==> src/rtl/ps2_key_event.sv <==
// ps2_key_event: turns a set-2 scan-code byte stream into key events buffered in a FWFT FIFO.
// Optional macro KBD_ASCII_EN adds a per-event ASCII lookup stored alongside each entry.
module ps2_key_event #(
  parameter int FIFO_DEPTH = 8,
  parameter int CNT_W      = 8
) (
  input  logic             clk,
  input  logic             reset,
  input  logic [7:0]       in_data,
  input  logic             in_valid,
  output logic             ev_valid,
  input  logic             ev_ready,
  output logic [7:0]       ev_code,
  output logic             ev_ext,
  output logic             ev_break,
  output logic             ev_repeat,
  output logic [7:0]       ev_ascii,
  output logic [CNT_W-1:0] press_cnt,
  output logic             overflow,
  output logic [1:0]       dbg_state_o
);

  localparam int AW = $clog2(FIFO_DEPTH);
`ifdef KBD_ASCII_EN
  localparam int EW = 19;
`else
  localparam int EW = 11;
`endif

  typedef enum logic [1:0] {IDLE = 2'd0, EXT = 2'd1, BRK = 2'd2, EXT_BRK = 2'd3} state_e;

  state_e           state_q, state_d;
  logic             emit, emit_ext, emit_brk;
  logic             held_q, held_d, last_ext_q, last_ext_d, is_rep;
  logic [7:0]       last_code_q, last_code_d;
  logic [CNT_W-1:0] press_cnt_q, press_cnt_d;
  logic [AW:0]      wr_ptr_q, wr_ptr_d, rd_ptr_q, rd_ptr_d;
  logic             overflow_q, overflow_d;
  logic             empty, full, push, pop;
  logic [EW-1:0]    mem_q [FIFO_DEPTH];
  logic [EW-1:0]    wr_entry, head;

  // Prefix decoder; 00/FF are keyboard error codes and abort any partial sequence.
  always_comb begin
    state_d  = state_q;
    emit     = 1'b0;
    emit_ext = 1'b0;
    emit_brk = 1'b0;
    if (in_valid) begin
      if (in_data == 8'h00 || in_data == 8'hFF) begin
        state_d = IDLE;
      end else begin
        case (state_q)
          IDLE: begin
            if (in_data == 8'hE0)      state_d = EXT;
            else if (in_data == 8'hF0) state_d = BRK;
            else                       emit = 1'b1;
          end
          EXT: begin
            if (in_data == 8'hF0)      state_d = EXT_BRK;
            else if (in_data != 8'hE0) begin
              emit = 1'b1; emit_ext = 1'b1; state_d = IDLE;
            end
          end
          BRK: begin
            if (in_data == 8'hE0)      state_d = EXT;
            else if (in_data != 8'hF0) begin
              emit = 1'b1; emit_brk = 1'b1; state_d = IDLE;
            end
          end
          default: begin
            if (in_data != 8'hE0 && in_data != 8'hF0) begin
              emit = 1'b1; emit_ext = 1'b1; emit_brk = 1'b1; state_d = IDLE;
            end
          end
        endcase
      end
    end
  end

  always_comb begin
    held_d      = held_q;
    last_code_d = last_code_q;
    last_ext_d  = last_ext_q;
    press_cnt_d = press_cnt_q;
    is_rep      = 1'b0;
    if (emit && !emit_brk) begin
      is_rep      = held_q && (in_data == last_code_q) && (emit_ext == last_ext_q);
      held_d      = 1'b1;
      last_code_d = in_data;
      last_ext_d  = emit_ext;
      if (!is_rep) press_cnt_d = press_cnt_q + CNT_W'(1);
    end else if (emit && (in_data == last_code_q) && (emit_ext == last_ext_q)) begin
      held_d = 1'b0;
    end
  end

`ifdef KBD_ASCII_EN
  function automatic logic [7:0] ascii_of(input logic [7:0] code);
    case (code)
      8'h1C: ascii_of = 8'h61; 8'h32: ascii_of = 8'h62; 8'h21: ascii_of = 8'h63;
      8'h23: ascii_of = 8'h64; 8'h24: ascii_of = 8'h65; 8'h2B: ascii_of = 8'h66;
      8'h34: ascii_of = 8'h67; 8'h33: ascii_of = 8'h68; 8'h43: ascii_of = 8'h69;
      8'h3B: ascii_of = 8'h6A; 8'h42: ascii_of = 8'h6B; 8'h4B: ascii_of = 8'h6C;
      8'h3A: ascii_of = 8'h6D; 8'h31: ascii_of = 8'h6E; 8'h44: ascii_of = 8'h6F;
      8'h4D: ascii_of = 8'h70; 8'h15: ascii_of = 8'h71; 8'h2D: ascii_of = 8'h72;
      8'h1B: ascii_of = 8'h73; 8'h2C: ascii_of = 8'h74; 8'h3C: ascii_of = 8'h75;
      8'h2A: ascii_of = 8'h76; 8'h1D: ascii_of = 8'h77; 8'h22: ascii_of = 8'h78;
      8'h35: ascii_of = 8'h79; 8'h1A: ascii_of = 8'h7A;
      8'h45: ascii_of = 8'h30; 8'h16: ascii_of = 8'h31; 8'h1E: ascii_of = 8'h32;
      8'h26: ascii_of = 8'h33; 8'h25: ascii_of = 8'h34; 8'h2E: ascii_of = 8'h35;
      8'h36: ascii_of = 8'h36; 8'h3D: ascii_of = 8'h37; 8'h3E: ascii_of = 8'h38;
      8'h46: ascii_of = 8'h39;
      8'h29: ascii_of = 8'h20; 8'h5A: ascii_of = 8'h0D; 8'h66: ascii_of = 8'h08;
      default: ascii_of = 8'h00;
    endcase
  endfunction

  assign wr_entry = {(emit_ext ? 8'h00 : ascii_of(in_data)), is_rep, emit_brk, emit_ext, in_data};
  assign ev_ascii = ev_valid ? head[18:11] : 8'h00;
`else
  assign wr_entry = {is_rep, emit_brk, emit_ext, in_data};
  assign ev_ascii = 8'h00;
`endif

  // Handshake: an event transfers on a rising edge where ev_valid && ev_ready;
  // ev_* hold steady while ev_valid && !ev_ready.
  assign empty = (wr_ptr_q == rd_ptr_q);
  assign full  = (wr_ptr_q[AW] != rd_ptr_q[AW]) && (wr_ptr_q[AW-1:0] == rd_ptr_q[AW-1:0]);
  assign pop   = !empty && ev_ready;
  assign push  = emit && (!full || pop);

  always_comb begin
    wr_ptr_d   = push ? wr_ptr_q + (AW+1)'(1) : wr_ptr_q;
    rd_ptr_d   = pop  ? rd_ptr_q + (AW+1)'(1) : rd_ptr_q;
    overflow_d = overflow_q | (emit & full & ~pop);
  end

  always_ff @(posedge clk or posedge reset) begin
    if (reset) begin
      state_q     <= IDLE;
      held_q      <= 1'b0;
      last_code_q <= 8'h00;
      last_ext_q  <= 1'b0;
      press_cnt_q <= '0;
      wr_ptr_q    <= '0;
      rd_ptr_q    <= '0;
      overflow_q  <= 1'b0;
    end else begin
      state_q     <= state_d;
      held_q      <= held_d;
      last_code_q <= last_code_d;
      last_ext_q  <= last_ext_d;
      press_cnt_q <= press_cnt_d;
      wr_ptr_q    <= wr_ptr_d;
      rd_ptr_q    <= rd_ptr_d;
      overflow_q  <= overflow_d;
    end
  end

  // Storage needs no reset: outputs are gated by ev_valid.
  always_ff @(posedge clk) begin
    if (push) mem_q[wr_ptr_q[AW-1:0]] <= wr_entry;
  end

  assign head        = mem_q[rd_ptr_q[AW-1:0]];
  assign ev_valid    = !empty;
  assign ev_code     = ev_valid ? head[7:0] : 8'h00;
  assign ev_ext      = ev_valid & head[8];
  assign ev_break    = ev_valid & head[9];
  assign ev_repeat   = ev_valid & head[10];
  assign press_cnt   = press_cnt_q;
  assign overflow    = overflow_q;
  assign dbg_state_o = state_q;

endmodule

==> config.mk <==
export PLATFORM = sky130hd
export DESIGN_NAME = ps2_key_event
export DESIGN_NICKNAME = d
export VERILOG_FILES = /design/src/rtl/ps2_key_event.sv
export SDC_FILE = /design/constraint.sdc
export NUM_CORES = 1
export LEC_CHECK = 0
export BUFFER_PORTS_ARGS = -buffer_cell sky130_fd_sc_hd__buf_2
export CAP_MARGIN = 25
export CORE_ASPECT_RATIO = 2
export CORE_MARGIN = 5
export CORE_UTILIZATION = 50
export CTS_BUF_LIST = sky130_fd_sc_hd__clkbuf_4 sky130_fd_sc_hd__clkbuf_8
export DETAILED_ROUTE_END_ITERATION = 16
export PLACE_DENSITY = 0.71
export SYNTH_ARGS = -nofsm -noshare
export SYNTH_HDL_FRONTEND = slang
export SYNTH_SLANG_ARGS = --single-unit
==> constraint.sdc <==
create_clock -name clk -period 2.95 [get_ports clk]
set_input_delay 0.59 -clock clk [delete_from_list [all_inputs] [get_ports clk]]
set_output_delay 0.59 -clock clk [all_outputs]
set_load 0.005 [all_outputs]
# Word level (Yosys, flattened, before mapping)
# Memory sizes are Yosys's and may differ from the RTL's.
# Index checks and enable logic that the tools add are counted.
[totals]
wordCells = 88
input_bits = 12
ramBits = 88
register_bits = 29
memories = 1
output_inout_bits = 31
[mem_list]
columns = ["name", "depth", "width", "read_ports", "rd_ports_with_merged_regs", "write_ports", "line", "rtl"]
rows = [
  ["mem_q", 8, 11, 1, 0, 1, "40", "logic [EW-1:0] mem_q [FIFO_DEPTH];"],
]
[op_classes]
eq_ne = 15
bitwise_logic = 8
n_mux = 31
reduce_logical = 22
add_sub_neg = 3
[ops]
columns = ["op", "n"]
rows = [
  ["$eq A8 B8 Y1 const B", 3],
  ["$mux W1", 18],
  ["$mux W2", 8],
  ["$ne A8 B8 Y1 const B", 2],
  ["$ne A4 B4 Y1 const B", 3],
  ["$logic_and A1 B1 Y1", 9],
  ["$add A4 B1 Y4 const B", 2],
  ["$add A8 B1 Y8 const B", 1],
  ["$eq A8 B8 Y1", 1],
  ["$logic_not A8 Y1", 1],
  ["$mux W8", 1],
  ["$pmux W2 S3", 1],
  ["$and A1 B1 Y1", 5],
  ["$reduce_and A5 Y1", 1],
  ["$reduce_bool A5 Y1", 1],
  ["$eq A4 B4 Y1", 1],
  ["$pmux W1 S2", 2],
  ["$reduce_or A2 Y1", 2],
  ["$eq A3 B3 Y1", 1],
  ["$logic_not A1 Y1", 3],
  ["$pmux W1 S3", 1],
  ["$eq A2 B1 Y1 const B", 1],
  ["$eq A2 B2 Y1 const B", 1],
  ["$logic_not A2 Y1", 1],
  ["other kinds (7)", 9],
]

# Longest topological paths before layout
# Gate-level depths: netlist (run 1).
[logic_depth]
depth_word = 10
mapped_depth = 8
ltp_nobuf = 7

# Worst setup path after synthesis (run 1)
# No wires, ideal clock.
[synth_timing]
kind = "input-to-reg"
start = "in in_data[4]"
end = "mem mem_q[0][0] (enable)"
setup_slack_ps = -224
setup_time_ps = 408
arrival_ps = 2766
path_buffers = 1
required_time_ps = 2542
stages = 6
cell_sequence = "buf_6 -> and4_4 -> a31o_4 -> a221oi_4 -> nand2_4 -> nor4_1"
[synth_via]
elab_chain_cells = 9
word_cells_on_any_way = 21
classes_between = "eq/ne (5); mux (12); reduce/logical (4)"
[synth_lines]
columns = ["element", "line", "rtl"]
rows = [
  ["start: declaration", "9", "input logic [7:0] in_data,"],
  ["$ne A8 B8 Y1 (tied with other cells)", "67, 72", ""],
  ["$mux W1 (tied with other cells)", "67", "else if (in_data != 8'hF0) begin"],
  ["$mux W1, on equally long branches", "n/a", ""],
  ["$pmux W1 S3", "53", "case (state_q)"],
  ["$mux W1 (*)", "50", "if (in_data == 8'h00 || in_data == 8'hFF) begin"],
  ["$mux W1 (*)", "49", "if (in_valid) begin"],
  ["$logic_and A1 B1 Y1 (*)", "131", "assign push = emit && (!full || pop);"],
  ["$mux W1 (*)", "163", "if (push) mem_q[wr_ptr_q[AW-1:0]] <= wr_entry;"],
  ["$mux W1 (implied by the code) (*)", "163", ""],
  ["end: declaration", "40", ""],
]
# Mark *: on every way between the ends. The rest lies on a longest branch, timed or not.

# Final worst setup path (run 1)
[layout_timing]
start = "reg rd_ptr_q[0]"
end = "out ev_code[6]"
[layout_via]
elab_chain_cells = 2
word_cells_on_any_way = 3
classes_between = "eq/ne (1); mux (1); memory (1)"
[layout_lines]
columns = ["element", "line", "rtl"]
rows = [
  ["start: declaration", "37", "logic [AW:0] wr_ptr_q, wr_ptr_d, rd_ptr_q, rd_ptr_d;"],
  ["start signal: assignment", "156", "rd_ptr_q <= rd_ptr_d;"],
  ["$mem_v2 Z8 W11 / $eq A4 B4 Y1 (equally long branches)", "n/a", ""],
  ["$mux W8 (*)", "168", "assign ev_code = ev_valid ? head[7:0] : 8'h00;"],
  ["end: declaration", "13", "output logic [7:0] ev_code,"],
]
# Marked as above.

==> impl_metrics.prom, run 1 <==
# TYPE chip_impl_metric gauge
chip_impl_metric{name="clkLatencyLatePin",unit="ns"} 0.43
chip_impl_metric{name="ant_nets",unit=""} 0
chip_impl_metric{name="core_area",unit="µm²"} 10100
chip_impl_metric{name="post_cts.repair.setup_buffers",unit=""} 0
chip_impl_metric{name="yosys_register_bits",unit=""} 117
chip_impl_metric{name="worst_setup_hold_path_clk_slew",unit="ns"} 0.07
chip_impl_metric{name="wire_length_of_the_first_global_routing_pass",unit="µm"} 15800
chip_impl_metric{name="layout_worst_path_cycle_share",unit="%"} 86.4
chip_impl_metric{name="initial_antenna_violation_count",unit=""} 0
chip_impl_metric{name="syn_to_layout_area_delta",unit="%"} 16.8
chip_impl_metric{name="vias",unit=""} 2775
chip_impl_info{name="cts_root_buf",value="clkbuf_8"} 1
chip_impl_metric{name="cts.path.max_buffers",unit=""} 2
chip_impl_metric{name="postSynth.asyncResetShare",unit="%"} 24.8
chip_impl_metric{name="clkSinkCount",unit=""} 117
chip_impl_info{name="rsz0062_at_grt",value="false"} 1
chip_impl_metric{name="finalMaxSlewViolations",unit=""} 0
chip_impl_metric{name="drt_pass1_iterations",unit=""} 4
chip_impl_metric{name="area.sequential",unit="µm²"} 3370
chip_impl_metric{name="cts_hold_buf",unit=""} 0
chip_impl_metric{name="ctsHtreeMaxLevel",unit=""} 4
chip_impl_metric{name="post_route_cells_drive_above_1_share",unit="%"} 34.4
chip_impl_metric{name="post_synth_xor_area_fraction",unit="%"} 4.25
chip_impl_metric{name="cts_repair_resize_count",unit=""} 0
chip_impl_info{name="worst-setup-path-type",value="register to output pin"} 1
chip_impl_metric{name="yosys_warnings",unit=""} 0
chip_impl_metric{name="clock.fmax",unit="MHz"} 392
chip_impl_metric{name="drc",unit=""} 0
chip_impl_info{name="synthFlopType",value="edfxtp_1"} 1
chip_impl_info{name="tritoncts",value="done"} 1
chip_impl_metric{name="combPwrFrac",unit="%"} 32.9
chip_impl_metric{name="vias_per_cell",unit=""} 5.32
chip_impl_metric{name="path_max_fanout",unit=""} 26
chip_impl_metric{name="fp.dieArea",unit="µm²"} 12600
chip_impl_metric{name="wl_per_cell",unit="µm"} 18.9
chip_impl_metric{name="total_switching_power",unit="mW"} 1.81
chip_impl_metric{name="share_clk_of_total_power",unit="%"} 27.4
chip_impl_info{name="run_status",value="completed"} 1
chip_impl_metric{name="syn_area_per_cell",unit="µm²"} 16.4
chip_impl_metric{name="die_span_y",unit="µm"} 154
chip_impl_metric{name="cp_data_required_time",unit="ns"} 2.36
chip_impl_info{name="crit-reg2reg-launch",value="dbg_state_o[1]"} 1
chip_impl_metric{name="internal-power",unit="mW"} 4.05
chip_impl_metric{name="worst_slew_margin_rel",unit="%"} 62.2
chip_impl_metric{name="finalSetupViolations",unit=""} 0
chip_impl_metric{name="synthesis.area",unit="µm²"} 5150
chip_impl_metric{name="rows",unit=""} 52
chip_impl_metric{name="seq_area_frac_synth",unit="%"} 65.4
chip_impl_metric{name="totalPowerFinal",unit="mW"} 5.86
chip_impl_metric{name="maxCapViolations",unit=""} 0
chip_impl_metric{name="vias_in_the_first_global_route",unit=""} 2960
chip_impl_metric{name="worst_clock_skew",unit="ns"} 0.0108
chip_impl_metric{name="num-nets-final",unit=""} 393
chip_impl_metric{name="grt_start_max_net_pins",unit=""} 30
chip_impl_info{name="crit_path_start_kind",value="register"} 1
chip_impl_metric{name="finalCriticalPeriod",unit="ns"} 2.55
chip_impl_metric{name="irDropWorstVdd",unit="mV"} 0.567
chip_impl_info{name="critPathCaptureType",value="output pin"} 1
chip_impl_info{name="critical_path.startpoint",value="rd_ptr_q[0]"} 1
chip_impl_metric{name="grt.overflow.total",unit=""} 0
chip_impl_metric{name="powerDensity",unit="nW/µm²"} 973
chip_impl_metric{name="area_occupied_by_multi_input_gates",unit="µm²"} 1650
chip_impl_metric{name="count_of_flip_flops_with_a_built_in_enable_after_synthesis",unit=""} 88
chip_impl_metric{name="buffers_added_on_ports",unit=""} 34
chip_impl_metric{name="place.gp.congestion",unit=""} 0.819
chip_impl_metric{name="slew_worst_pin",unit="ns"} 0.561
chip_impl_metric{name="arrival",unit="ns"} 1.96
chip_impl_metric{name="yosys-mux-area-fraction",unit="%"} 14.7
chip_impl_metric{name="yosys.area_share.simple",unit="%"} 7.60
chip_impl_metric{name="drt_iter0_drc",unit=""} 137
chip_impl_metric{name="insertedDiodeCount",unit=""} 0
chip_impl_info{name="hold_path.class",value="primary input to async pin"} 1
chip_impl_metric{name="global_route_usage_over_all_layers",unit="%"} 17.7
chip_impl_info{name="combinational_family_with_the_most_area_after_synthesis",value="multiplexers"} 1
chip_impl_metric{name="floorplan.initialDensity",unit="%"} 51.1
chip_impl_metric{name="timing.final.hold_violations",unit=""} 0
chip_impl_metric{name="final.setup.tns",unit="ns"} 0
chip_impl_metric{name="dpl.hpwl",unit="µm"} 6960
chip_impl_metric{name="floorplan.die.width",unit="µm"} 81.8
chip_impl_metric{name="power_frac_seq",unit="%"} 39.7
chip_impl_metric{name="detailed_route_wl",unit="µm"} 9850
chip_impl_metric{name="post_synth_num_cell_types",unit=""} 49
chip_impl_metric{name="boundaryPins",unit=""} 43
chip_impl_metric{name="synth-adder-area-share",unit="%"} 1.70
chip_impl_metric{name="power_switching_share",unit="%"} 30.9
chip_impl_metric{name="numCtsBuffers",unit=""} 17
chip_impl_metric{name="static-leakage-power",unit="nW"} 2.31
chip_impl_metric{name="fill_cells",unit=""} 763
chip_impl_metric{name="synth_compound_gate_area_share",unit="%"} 3.06
chip_impl_metric{name="synthesis.instances",unit=""} 314
==> critical path: stages, from the launching register on <==
cell     delay, ns
dfrtp_1       0.38
buf_12        0.23
mux4_2        0.53
mux2i_1       0.18
nor2_1        0.06
buf_2         0.13
==> per-stage QoR <==
stage	instances	instance area [µm²]	hold slack, ns	util [%]	setup WS, ns
3_3_place_gp	490	5570	0.461	55.2	0.341
2_1_floorplan	321	5180	0.451	-	0.0357
3_5_place_dp	490	5570	0.461	55.2	0.317
4_1_cts	522	6020	0.209	59.7	0.331
6_report	522	6020	0.207	59.7	0.400
5_1_grt	522	6020	0.231	59.7	0.244
==> layout make-up <==
type | count | share of cell area (%)
Multi-Input combinational cell | 172 | 27.4
Timing Repair Buffer | 56 | 5.78
Clock buffer | 20 | 4.47
Inverter | 10 | 0.624
Sequential cell | 117 | 56.0
Tap cell | 135 | 2.81
Clock inverter | 12 | 2.95
==> flip-flops by register name (all words and copies together) (netlist names) <==
signal and cells:
dbg_state_o 2, held_q 1, mem_q 88, wr_ptr_q 4, overflow 1, last_code_q 8
rd_ptr_q 4, press_cnt 8, last_ext_q 1
==> synth_stat cells, drive strengths merged (2+ instances only) <==
cell type  instances  share of area [%]
a21oi              4               0.61
nand2b             3               0.51
buf               15                2.0
nand4              3               0.49
nor3              10               0.97
mux2              13                2.9
nor4               4               0.61
xnor2             12                2.0
and3               8               0.97
or4                2               0.36
nand2              6               0.58
nand3              9               0.87
mux4              22                9.6
mux2i             11                2.1
a21o               2               0.29
inv               10               0.73
nor2              20                1.5
ha                 7                1.7
clkbuf             7               0.51
dfrtp             29                 14
xor2              13                2.2
edfxtp            88                 51
==> cell usage in the layout, fill, tap and decap left out, types with 3 or more instances in the layout <==
cell,synthesis,final
xnor2_1,12,12
a21oi_1,3,3
nand3_1,9,9
clkinvlp_4,0,4
nor3_1,10,10
nor2_1,20,20
ha_1,7,7
clkbuf_8,0,19
xor2_1,13,13
buf_4,8,21
inv_1,10,10
edfxtp_1,88,88
dfrtp_1,29,29
bufinv_16,0,4
and3_1,8,8
mux2_2,10,10
nand2_1,5,5
buf_2,3,34
mux2i_1,11,11
mux4_2,22,22
conb_1,1,8
==> routing by layer <==
metal	track usage, %	up-vias	part of all wire, %
met5	0	-	0
met4	7.84	0	2.7
met3	4.68	18	3.9
met2	31.4	65	58
met1	18.9	1385	36
li1	-	1307	-
==> kinds of logic after synthesis <==
kind of cell / Yosys count
AOI/OAI and AO/OA: 16
DFF: 117
other: 1
xor gates and xnor gates: 25
muxes: 46
buffers and inverters: 32
and+or+nand+nor: 70
adders and majority gates: 7
==> power by group through the flow <==
| stage | Clock, mW | Combinational [mW] | Sequential, mW |
|---|---|---|---|
| floorplan | 0 | 1.40 | 2.27 |
| global placement | 0 | 1.94 | 2.35 |
| detailed placement | 0 | 1.98 | 2.36 |
| CTS | 1.63 | 1.98 | 2.33 |
| global route | 1.72 | 2.15 | 2.36 |
| finish | 1.61 | 1.93 | 2.33 |
==> final timing paths <==
check / end / slack [ns] / cells after the start
worst max-delay path: ev_code[6] / 0.40 / 5
worst min-delay path: rd_ptr_q[0] / 0.21 / 3
max in group asynchronous: dbg_state_o[1] / 2.46 / 3
worst min register to register: press_cnt[7] / 0.48 / 1
min in group clk: press_cnt[7] / 0.48 / 1
worst max register to register: mem_q[2][3] / 0.61 / 7
(Power assumes the default switching activity.)
==> inputs of run 2 (changes only) <==
--- a/config.mk
+++ b/config.mk
@@ -5,12 +5,14 @@
 export SDC_FILE = /design/constraint.sdc
 export NUM_CORES = 1
 export LEC_CHECK = 0
+export ABC_AREA = 1
 export BUFFER_PORTS_ARGS = -buffer_cell sky130_fd_sc_hd__buf_2
 export CAP_MARGIN = 25
 export CORE_ASPECT_RATIO = 2
 export CORE_MARGIN = 5
 export CORE_UTILIZATION = 50
 export CTS_BUF_LIST = sky130_fd_sc_hd__clkbuf_4 sky130_fd_sc_hd__clkbuf_8
+export CTS_CLUSTER_DIAMETER = 60
 export DETAILED_ROUTE_END_ITERATION = 16
 export PLACE_DENSITY = 0.71
 export SYNTH_ARGS = -nofsm -noshare
==> impl_metrics.prom, run 2 <==
# TYPE chip_impl_metric gauge
chip_impl_metric{name="rrSetupSlack",unit="ns"} 0.73
chip_impl_metric{name="fp.dieArea",unit="µm²"} 12900
chip_impl_metric{name="arrival",unit="ns"} 2.21
chip_impl_metric{name="globalRouteMet3Util",unit="%"} 5.34
chip_impl_metric{name="yosys_warnings",unit=""} 0
chip_impl_info{name="cell_type_contributing_the_most_total_cell_area_after_synthesis",value="edfxtp_1"} 1
chip_impl_metric{name="syn_area_per_cell",unit="µm²"} 10.6
chip_impl_metric{name="finalCriticalPeriod",unit="ns"} 2.80
chip_impl_metric{name="synth_compound_gate_area_share",unit="%"} 10.3
chip_impl_metric{name="synthesis.area",unit="µm²"} 5330
chip_impl_metric{name="vias",unit=""} 3742
chip_impl_metric{name="drc",unit=""} 0
chip_impl_info{name="crit-reg2reg-launch",value="dbg_state_o[1]"} 1
chip_impl_metric{name="finalSetupViolations",unit=""} 0
chip_impl_metric{name="rows",unit=""} 53
chip_impl_metric{name="static-leakage-power",unit="nW"} 2.49
chip_impl_metric{name="layout_worst_path_cycle_share",unit="%"} 94.9
chip_impl_info{name="synthFlopType",value="edfxtp_1"} 1
chip_impl_metric{name="globalRouteMet2Util",unit="%"} 36.6
chip_impl_metric{name="postSynth.asyncResetShare",unit="%"} 24.8
chip_impl_metric{name="timing.final.hold_violations",unit=""} 0
chip_impl_metric{name="wire_length_of_the_first_global_routing_pass",unit="µm"} 19600
chip_impl_metric{name="drt_iter0_drc",unit=""} 203
chip_impl_metric{name="worst_slew_margin_rel",unit="%"} 49.9
chip_impl_info{name="combinational_family_with_the_most_area_after_synthesis",value="simple AND/OR/NAND/NOR gates"} 1
chip_impl_metric{name="ant_nets",unit=""} 0
chip_impl_metric{name="yosys_register_bits",unit=""} 117
chip_impl_metric{name="clkLatencyLatePin",unit="ns"} 0.42
chip_impl_info{name="post_synth_most_frequent_cells",value="nor2_1 (90), edfxtp_1 (88), nand2_1 (77), o21ai_0 (65), dfrtp_1 (29)"} 1
chip_impl_info{name="layout_common_cells",value="nor2_1 (90), edfxtp_1 (88), nand2_1 (76)"} 1
chip_impl_info{name="critPathTopFamily",value="buffers and inverters"} 1
chip_impl_info{name="run_status",value="completed"} 1
chip_impl_info{name="worst-setup-path-type",value="register to output pin"} 1
chip_impl_info{name="synthMostInstantiatedCell",value="nor2_1"} 1
chip_impl_metric{name="cp_num_buf_inv",unit=""} 3
chip_impl_metric{name="fill_cells",unit=""} 897
chip_impl_metric{name="grt_start_max_net_pins",unit=""} 45
chip_impl_metric{name="seq_area_frac_synth",unit="%"} 63.2
chip_impl_info{name="critical-path-slowest-cell",value="dfrtp_1"} 1
chip_impl_metric{name="largest_register_ffs",unit=""} 88
chip_impl_metric{name="post_synth_xor_area_fraction",unit="%"} 2.96
chip_impl_metric{name="detailed_route_wl",unit="µm"} 11800
chip_impl_metric{name="synthesis.instances",unit=""} 504
chip_impl_info{name="tritoncts",value="done"} 1
chip_impl_metric{name="final.setup.tns",unit="ns"} 0
chip_impl_info{name="critical_path.startpoint",value="rd_ptr_q[0]"} 1
chip_impl_metric{name="drt_pass1_iterations",unit=""} 4
chip_impl_metric{name="post_synth_num_cell_types",unit=""} 38
chip_impl_metric{name="post_route_cells_drive_above_1_share",unit="%"} 18.4
chip_impl_metric{name="grt.overflow.total",unit=""} 0
chip_impl_metric{name="yosys-mux-area-fraction",unit="%"} 0
chip_impl_metric{name="powerDensity",unit="nW/µm²"} 993
chip_impl_info{name="critical_path.most_common_cell",value="o21ai_0"} 1
chip_impl_metric{name="cp_data_required_time",unit="ns"} 2.36
chip_impl_metric{name="wl_per_cell",unit="µm"} 16.6
chip_impl_metric{name="top_cell_type_s_share_of_synthesized_area",unit="%"} 49.6
chip_impl_info{name="cp_cell_sequence",value="clkinvlp_4 -> buf_4 -> o21ai_0 -> o22ai_1 -> o21ai_0 -> a31oi_1 -> buf_2"} 1
chip_impl_metric{name="critical-path-max-stage-delay",unit="ns"} 0.50
chip_impl_info{name="hold_path.class",value="primary input to async pin"} 1
chip_impl_metric{name="worst_setup_hold_path_clk_slew",unit="ns"} 0.07
chip_impl_metric{name="reg2reg_depth",unit=""} 9
chip_impl_metric{name="floorplan.initialDensity",unit="%"} 50.8
chip_impl_metric{name="floorplan.die.width",unit="µm"} 83.0
chip_impl_metric{name="numCtsBuffers",unit=""} 17
chip_impl_metric{name="cts_hold_buf",unit=""} 0
chip_impl_info{name="critPathCaptureType",value="output pin"} 1
chip_impl_metric{name="insertedDiodeCount",unit=""} 0
chip_impl_metric{name="boundaryPins",unit=""} 43
chip_impl_info{name="grt_busiest_layer",value="met2"} 1
chip_impl_metric{name="synth-adder-area-share",unit="%"} 1.64
chip_impl_metric{name="dpl.hpwl",unit="µm"} 8010
chip_impl_metric{name="vias_per_cell",unit=""} 5.28
chip_impl_metric{name="syn_to_layout_area_delta",unit="%"} 15.7
chip_impl_info{name="regToRegEndpoint",value="mem_q[6][10]"} 1
chip_impl_metric{name="ctsHtreeMaxLevel",unit=""} 4
chip_impl_metric{name="yosys.area_share.simple",unit="%"} 16.8
chip_impl_metric{name="initial_antenna_violation_count",unit=""} 0
chip_impl_metric{name="vias_in_the_first_global_route",unit=""} 3923
chip_impl_metric{name="die_span_y",unit="µm"} 156
chip_impl_metric{name="num-nets-final",unit=""} 578
chip_impl_metric{name="place.gp.congestion",unit=""} 0.849
chip_impl_info{name="final_common_cell",value="nor2_1"} 1
chip_impl_metric{name="path_max_fanout",unit=""} 14
chip_impl_metric{name="clock.fmax",unit="MHz"} 357
chip_impl_metric{name="count_of_flip_flops_with_a_built_in_enable_after_synthesis",unit=""} 88
chip_impl_metric{name="maxCapViolations",unit=""} 0
chip_impl_metric{name="dpl_cell_area",unit="µm²"} 5690
chip_impl_metric{name="worst_clock_skew",unit="ns"} 0.00812
chip_impl_metric{name="clkSinkCount",unit=""} 117
chip_impl_metric{name="global_route_usage_over_all_layers",unit="%"} 19.6
chip_impl_metric{name="cts.path.max_buffers",unit=""} 2
chip_impl_metric{name="buffers_added_on_ports",unit=""} 34
chip_impl_metric{name="met1_usage",unit="%"} 19.8
chip_impl_metric{name="finalMaxSlewViolations",unit=""} 0
chip_impl_info{name="cts_root_buf",value="clkbuf_8"} 1
chip_impl_metric{name="slew_worst_pin",unit="ns"} 0.751
chip_impl_metric{name="totalPowerFinal",unit="mW"} 6.12
chip_impl_metric{name="irDropWorstVdd",unit="mV"} 0.589
chip_impl_info{name="rsz0062_at_grt",value="false"} 1
chip_impl_metric{name="fin_area",unit="µm²"} 6160
chip_impl_info{name="crit_path_start_kind",value="register"} 1
chip_impl_metric{name="core_area",unit="µm²"} 10500
chip_impl_info{name="synth_area_leaders",value="edfxtp_1 (50%), dfrtp_1 (14%), nor2_1 (6.3%)"} 1
[run 2: cell types whose count changed in the layout (fill, tap and decap cells not counted), sizes merged, moves of 8 or more]
cell   previous run  this run
a31oi             1        11
o21ai             1        70
mux4             22         0
and3              8         0
nand2             6        82
mux2i            11         0
nor2             20        94
nor3             10         1
o22ai             1        11
mux2             13         0
inv              10        32
nand3             9        20
[run 2: worst max path at each step]
stage                    to  cells past startpoint
2_1_floorplan   mem_q[0][0]                     10
3_3_place_gp   mem_q[7][10]                      9
3_5_place_dp   mem_q[5][10]                      9
4_1_cts          ev_code[6]                      7
5_1_grt          ev_code[4]                      8
6_report         ev_code[6]                      7
[run 2: timing repair]
action,4_1_cts,5_1_grt
endpoints found under the setup margin,0,11
setup buffers,0,3
gates resized for setup,0,4
hold endpoints to repair,0,0
[run 2: tightest hold or removal path: stages]
cell	delay, ns
buf_2	0.09
inv_1	0.04
buf_4	0.34
[run 2: layout make-up]
class / instances / area (µm²) / area share, %
Sequential cell: 117 / 3370 / 54.6
Multi-Input combinational cell: 335 / 1720 / 27.9
Timing Repair Buffer: 55 / 335 / 5.44
Clock buffer: 20 / 256 / 4.16
Clock inverter: 12 / 184 / 2.98
Tap cell: 137 / 171 / 2.78
Inverter: 33 / 128 / 2.07
[run 2: power by group]
part	leakage [nW]	switching, mW	internal (mW)	total, mW
Sequential	1.16	0.189	2.11	2.30
Clock	0.225	0.596	1.02	1.62
Combinational	1.11	1.39	0.817	2.21
[run 2: logic make-up after synthesis]
kind of cell / after synthesis
compound gates: 99
xor+xnor: 18
fa+ha+maj: 7
buf+inv: 59
flops: 117
other cells: 1
simple gates: 203
[run 2: per-layer routing]
layer	routed length, µm	part of all wire [%]
met2	6510	55
met4	170	1.4
met5	0	0
met1	4250	36
met3	826	7.0
[run 2: stage by stage]
stage / worst slack, ns / utilization [%] / instances / hold slack [ns]
after floorplan: 0.589 / - / 511 / 0.442
after global placement: 0.361 / 54.3 / 674 / 0.460
after detailed placement: 0.305 / 54.3 / 674 / 0.457
after CTS: 0.0629 / 58.5 / 706 / 0.223
after global routing: 0.00310 / 58.8 / 709 / 0.256
final: 0.150 / 58.8 / 709 / 0.224
